<file path="src/rtl/wm_pkg.sv">
// Shared definitions for the wash sequencer: state codes, step indices, program word layout.
// Latency: n/a (constants and pure functions only).
// Backpressure: n/a.
package wm_pkg;

   // Sequencer state codes
   localparam logic [1:0] ST_IDLE  = 2'd0;
   localparam logic [1:0] ST_RUN   = 2'd1;
   localparam logic [1:0] ST_PAUSE = 2'd2;
   localparam logic [1:0] ST_DONE  = 2'd3;

   // Step indices in execution order
   localparam logic [2:0] STEP_FILL1  = 3'd0;
   localparam logic [2:0] STEP_WASH   = 3'd1;
   localparam logic [2:0] STEP_DRAIN1 = 3'd2;
   localparam logic [2:0] STEP_SPIN1  = 3'd3;
   localparam logic [2:0] STEP_FILL2  = 3'd4;
   localparam logic [2:0] STEP_RINSE  = 3'd5;
   localparam logic [2:0] STEP_DRAIN2 = 3'd6;
   localparam logic [2:0] STEP_SPIN2  = 3'd7;

   // Bit position of each step's duration field inside the 26-bit program word
   localparam int FIELD_MSB [8] = '{25, 22, 18, 15, 12, 9, 5, 2};
   localparam int FIELD_LSB [8] = '{23, 19, 16, 13, 10, 6, 3, 0};

   // Duration of step idx, zero-extended to 4 bits (3-bit fields get a 0 MSB)
   function automatic logic [3:0] field_of(input logic [25:0] p, input logic [2:0] idx);
      logic [3:0] mask;
      mask = ((FIELD_MSB[idx] - FIELD_LSB[idx]) == 3) ? 4'hF : 4'h7;
      return 4'(p >> FIELD_LSB[idx]) & mask;
   endfunction

   // Whole-program duration; at most 6*7 + 2*15 = 72, fits in 7 bits
   function automatic logic [6:0] total_of(input logic [25:0] p);
      logic [6:0] sum;
      sum = '0;
      for (int i = 0; i < 8; i++) begin
         sum = sum + {3'b000, field_of(p, 3'(i))};
      end
      return sum;
   endfunction

endpackage

</file>
<file path="src/rtl/wash_sequencer_next_step_finder.sv">
// Finds the lowest-numbered step after idx (or from step 0 when none is set) with a nonzero duration.
// Latency: purely combinational.
// Backpressure: none.
import wm_pkg::*;

module next_step_finder (
   input  logic [25:0] prog,
   input  logic [2:0]  idx,
   input  logic        none,
   output logic        found,
   output logic [2:0]  next_idx,
   output logic [3:0]  dur
);

   // Scan downwards so the lowest qualifying index is the last one written
   always_comb begin
      found    = 1'b0;
      next_idx = '0;
      dur      = '0;
      for (int i = 7; i >= 0; i--) begin
         if ((none || (3'(i) > idx)) && (field_of(prog, 3'(i)) != 4'd0)) begin
            found    = 1'b1;
            next_idx = 3'(i);
            dur      = field_of(prog, 3'(i));
         end
      end
   end

endmodule

</file>
<file path="src/rtl/wash_sequencer.sv">
// Runs the snapshotted 8-step wash program, counting each step down on the 1 Hz tick.
// Latency: every output is registered; a start/tick/pause/abort shows up on the outputs one cp later.
// Backpressure: none; tick/pause/abort are sampled every cycle, priority abort > pause > tick.
import wm_pkg::*;

module wash_sequencer #(
   parameter int DONE_TICKS = 3
) (
   input  logic        cp,
   input  logic        rst_n,
   input  logic        tick,
   input  logic        start,
   input  logic        pause,
   input  logic        abort,
   input  logic [25:0] prog,
   output logic        busy,
   output logic [2:0]  step_idx,
   output logic [3:0]  step_left,
   output logic [6:0]  total_left,
   output logic        water_valve,
   output logic        motor_wash,
   output logic        drain_valve,
   output logic        motor_spin,
   output logic        buzzer
);

   logic [1:0]  state, state_n;
   logic [25:0] snap, snap_n;
   logic [2:0]  idx_n;
   logic [3:0]  left_n;
   logic [6:0]  total_n;
   logic [3:0]  done_cnt, cnt_n;

   logic        in_idle;
   logic [25:0] finder_prog;
   logic        f_found;
   logic [2:0]  f_idx;
   logic [3:0]  f_dur;
   logic        run_n;

   // In IDLE the finder looks at the live word to pick the first step; afterwards at the snapshot
   assign in_idle     = (state == ST_IDLE);
   assign finder_prog = in_idle ? prog : snap;
   assign run_n       = (state_n == ST_RUN);

   next_step_finder u_finder (
      .prog     (finder_prog),
      .idx      (step_idx),
      .none     (in_idle),
      .found    (f_found),
      .next_idx (f_idx),
      .dur      (f_dur)
   );

   // Next-state and counter update
   always_comb begin
      state_n = state;
      snap_n  = snap;
      idx_n   = step_idx;
      left_n  = step_left;
      total_n = total_left;
      cnt_n   = done_cnt;
      if (abort) begin
         state_n = ST_IDLE;
         idx_n   = '0;
         left_n  = '0;
         total_n = '0;
         cnt_n   = '0;
      end else begin
         case (state)
            ST_IDLE: begin
               if (start) begin
                  snap_n = prog;
                  cnt_n  = '0;
                  if (f_found) begin
                     state_n = ST_RUN;
                     idx_n   = f_idx;
                     left_n  = f_dur;
                     total_n = total_of(prog);
                  end else begin
                     state_n = ST_DONE;
                     idx_n   = '0;
                     left_n  = '0;
                     total_n = '0;
                  end
               end
            end
            ST_RUN: begin
               if (pause) begin
                  state_n = ST_PAUSE;
               end else if (tick) begin
                  total_n = total_left - 7'd1;
                  if (step_left <= 4'd1) begin
                     if (f_found) begin
                        idx_n  = f_idx;
                        left_n = f_dur;
                     end else begin
                        state_n = ST_DONE;
                        left_n  = '0;
                        total_n = '0;
                        cnt_n   = '0;
                     end
                  end else begin
                     left_n = step_left - 4'd1;
                  end
               end
            end
            ST_PAUSE: begin
               if (!pause) state_n = ST_RUN;
            end
            ST_DONE: begin
               if (tick) begin
                  if (done_cnt == 4'(DONE_TICKS - 1)) begin
                     state_n = ST_IDLE;
                     idx_n   = '0;
                     cnt_n   = '0;
                  end else begin
                     cnt_n = done_cnt + 4'd1;
                  end
               end
            end
            default: state_n = ST_IDLE;
         endcase
      end
   end

   // State registers; actuators decoded from the next step so they line up with step_idx
   always_ff @(posedge cp or negedge rst_n) begin
      if (!rst_n) begin
         state       <= ST_IDLE;
         snap        <= '0;
         step_idx    <= '0;
         step_left   <= '0;
         total_left  <= '0;
         done_cnt    <= '0;
         busy        <= 1'b0;
         water_valve <= 1'b0;
         motor_wash  <= 1'b0;
         drain_valve <= 1'b0;
         motor_spin  <= 1'b0;
         buzzer      <= 1'b0;
      end else begin
         state       <= state_n;
         snap        <= snap_n;
         step_idx    <= idx_n;
         step_left   <= left_n;
         total_left  <= total_n;
         done_cnt    <= cnt_n;
         busy        <= run_n || (state_n == ST_PAUSE);
         water_valve <= run_n && ((idx_n == STEP_FILL1) || (idx_n == STEP_FILL2));
         motor_wash  <= run_n && ((idx_n == STEP_WASH) || (idx_n == STEP_RINSE));
         drain_valve <= run_n && ((idx_n == STEP_DRAIN1) || (idx_n == STEP_SPIN1) ||
                                  (idx_n == STEP_DRAIN2) || (idx_n == STEP_SPIN2));
         motor_spin  <= run_n && ((idx_n == STEP_SPIN1) || (idx_n == STEP_SPIN2));
         buzzer      <= (state_n == ST_DONE);
      end
   end

endmodule
</file>
<file path="config.mk">
export PLATFORM = sky130hd
export DESIGN_NAME = wash_sequencer
export DESIGN_NICKNAME = d
export VERILOG_FILES = /design/src/rtl/wm_pkg.sv /design/src/rtl/wash_sequencer_next_step_finder.sv /design/src/rtl/wash_sequencer.sv
export SDC_FILE = /design/constraint.sdc
export NUM_CORES = 1
export LEC_CHECK = 0
export BUFFER_PORTS_ARGS = -buffer_cell sky130_fd_sc_hd__buf_2
export CORE_UTILIZATION = 35
export CTS_CLUSTER_SIZE = 24
export DETAILED_ROUTE_END_ITERATION = 6
export MAX_ROUTING_LAYER = met4
export PLACE_DENSITY = 0.63
export SLEW_MARGIN = 20
export SYNTH_ARGS = -nofsm -noshare
export SYNTH_HDL_FRONTEND = slang
export SYNTH_HIERARCHICAL = 1
export SYNTH_SLANG_ARGS = --single-unit
</file>
<file path="constraint.sdc">
create_clock -name cp -period 4 [get_ports cp]
set_clock_uncertainty 0.15 [all_clocks]
set_input_delay 0.8 -clock cp [delete_from_list [all_inputs] [get_ports cp]]
set_output_delay 0.8 -clock cp [all_outputs]
set_load 0.05 [all_outputs]
</file>
==> impl_metrics.csv <==
group,metric,value,unit
worst_setup_path,rrSetupSlack,0.37,ns
grt,grt_pass1_wl,17300,um
flow_run,drv_cap,0,
floorplan,io_pins,52,
timing,setup_viol_count_final,2,
grt,grt_usage,18.9,%
logic_synthesis,synth_ff_type,"dfrtp_1",
pwr,irDropWorstVdd,293,uV
finish,fillCellCount,1136,
detailed_routing,antenna_left,0,
place,placed_cells,621,
floorplan,die_h,110,um
timing,period_needed,4.13,ns
detailed_routing,drt_iter0_markers,114,
logic_synthesis,synth_area_leaders,"dfrtp_1, mux2_2, fa_1, ha_1, inv_1",
cts,cts_hold_buf,0,
timing,tightest_slew,0.962,ns
grt,grt_pass1_vias,3540,
detailed_routing,vias,3382,
timing,hold_ws,0.353,ns
logic_synthesis,ys_types,77,
detailed_routing,dr.pass1.iters,4,
floorplan,start_util,36.0,%
timing,finalCritPeriodShare,103,%
place,portBuffers,51,
logic_synthesis,netlist_instances,404,
worst_setup_path,path_max_fanout,2,
timing,final.setup.worst_slack,-0.133,ns
place,dp_hpwl,7940,um
outcome,violations,"setup timing",
cts,htreeDepth,2,
timing,maxSlewHeadroom,35.9,%
timing,slew_violations,0,
cts,clkSinkCount,52,
finish,final_area,0.00505,sq mm
worst_setup_path,crit_type,"input port to register",
detailed_routing,viasPerCell,5.35,
worst_setup_path,worstSetupStartpointType,"input port",
floorplan,die-area,0.0122,sq mm
cts,path_clk_slew,0.07,ns
floorplan,die_width,110,um
logic_synthesis,async_flop_share,100,%
finish,final_net_count,557,
detailed_routing,wirelength,10400,um
logic_synthesis,ys_ff_latch,52,
logic_synthesis,yosys.area.top_type_share,31.7,%
cts,cts_inserted_buffers,5,
place,gp_congestion,0.912,
detailed_routing,routedWlPerCell,16.4,um
logic_synthesis,synth-seq-area-share,31.7,%
pwr,power_density,530,mW/mm^2
logic_synthesis,synth.avg_cell_area,10.2,sq um
cts,clk_latency,0.30,ns
grt,grt_max_degree,39,
floorplan,num_rows,39,
pwr,total_power,2.67,mW
logic_synthesis,yosysWarnings,6,
logic_synthesis,synth-edff-count,0,
min_path,hold_path_class,"register to register",
floorplan,core,0.0114,sq mm
outcome,status,"complete, but fails checks",
worst_setup_path,worstPathRequired,4.03,ns
detailed_routing,drc,0,
timing,max_freq,0.242,GHz
finish,diodes,0,
grt,grt-ovfl-total,0,
logic_synthesis,synthesis.area,0.00411,sq mm
timing,finalHoldViolCount,0,
logic_synthesis,yosysTopAreaCell,"dfrtp_1",
grt,antenna_found_initial,0,
logic_synthesis,syn_nets,473,
finish,drive_gt1_share,41.1,%
cts,cts_max_path_buffers,2,
finish,areaGrowthSynthToFinish,22.8,%
worst_setup_path,worst_ep_arrival_time,4.17,ns
place,placedInstanceArea,0.00476,sq mm
cts,root_buffer,"clkbuf_16",
timing,rsz0062_at_grt,"true",
cts,cts_tree,"yes",
logic_synthesis,netlist_top_cells_count,"dfrtp_1, mux2_2, inv_1",
pwr,p_leak,2.31,nW
worst_setup_path,endpoint_kind,"register",
finish,final_cells,632,
## final cells by class
type                            instances  area [sq um]  area share [%]
Multi-Input combinational cell        292          2630            52.0
Sequential cell                        52          1300            25.8
Timing Repair Buffer                   90           587            11.6
Inverter                               47           186            3.69
Tap cell                              143           179            3.55
Clock buffer                            5           125            2.48
Clock inverter                          3          42.5           0.843
## worst max-delay path, stage by stage
cell and delay, ns:
buf_8 0.08, inv_4 0.03, fa_1 0.55, inv_2 0.05, fa_2 0.47, fa_1 0.49, inv_1 0.05, fa_1 0.49
inv_2 0.05, ha_4 0.15, fa_2 0.35, a21o_1 0.18, a21oi_2 0.12, o22ai_1 0.08, a22o_1 0.23
## kinds of logic (layout without fill, tap and decap cells)
kind of cell / count (synthesis) / in the layout / share of synthesized area, %
compound gates: 102 / 102 / 18.2
xor+xnor: 3 / 3 / 0.640
fa+ha+maj: 37 / 37 / 14.7
buf+inv: 60 / 145 / 6.21
flops: 52 / 52 / 31.7
mux: 52 / 52 / 14.3
simple gates: 98 / 98 / 14.3
## path summary, 6_finish.rpt
kind	cells after the start	from	to
hold / removal	1	snap[2]	snap[2]
hold reg to reg	1	snap[2]	snap[2]
setup / recovery	15	prog[12]	total_left[6]
min in group asynchronous	1	rst_n	step_left[2]
setup reg to reg	12	state[0]	total_left[3]
max in group asynchronous	2	rst_n	motor_wash
## registers in the layout, summed over array words and instances (netlist names)
register / count
done_cnt: 4
state: 2
step_idx: 3
motor_spin: 1
step_left: 4
total_left: 7
motor_wash: 1
water_valve: 1
buzzer: 1
drain_valve: 1
busy: 1
snap: 26
## routing by layer
metal	global-route usage [%]	part of all wire (%)	wire length (um)
met3	2.29	3.2	329
met1	24.7	47	4910
met5	-	0	0
met2	31.1	48	4990
met4	4.70	1.3	138
## power by group
part           switching, mW  total (mW)  internal (mW)
sequential            0.0841       0.727          0.643
clock                  0.207       0.502          0.295
combinational          0.791        1.44          0.652
## what timing repair did
action                                  in CTS  in global routing
pin swaps                                    5                  4
buffers inserted                             1                  2
endpoints found under the setup margin       4                  6
resized for setup                           12                 13
## stage by stage
step,TNS (ns),worst slack (ns),util [%]
6_report,-0.247,-0.133,44.2
5_1_grt,-0.636,-0.238,44.2
4_1_cts,-0.349,-0.147,43.6
3_5_place_dp,-2.05,-0.575,41.7
3_3_place_gp,-1.74,-0.477,41.7
2_1_floorplan,-0.437,-0.219,-
## cells in the final DEF, fill, tap and decap left out, types with 7 or more instances in the layout
| master | netlist | routed |
|---|---|---|
| dfrtp_1 | 52 | 52 |
| buf_4 | 4 | 37 |
| a21oi_1 | 15 | 13 |
| nand3_1 | 9 | 9 |
| mux2_2 | 52 | 52 |
| buf_2 | 3 | 48 |
| o21ai_0 | 15 | 14 |
| inv_1 | 47 | 36 |
| a22o_1 | 7 | 7 |
| nand2_1 | 16 | 16 |
| nor2_1 | 20 | 19 |
| fa_1 | 19 | 14 |
| inv_2 | 0 | 9 |
| nand2b_1 | 8 | 8 |
| ha_1 | 18 | 16 |
Note: power is estimated with default switching activity, not from simulation.
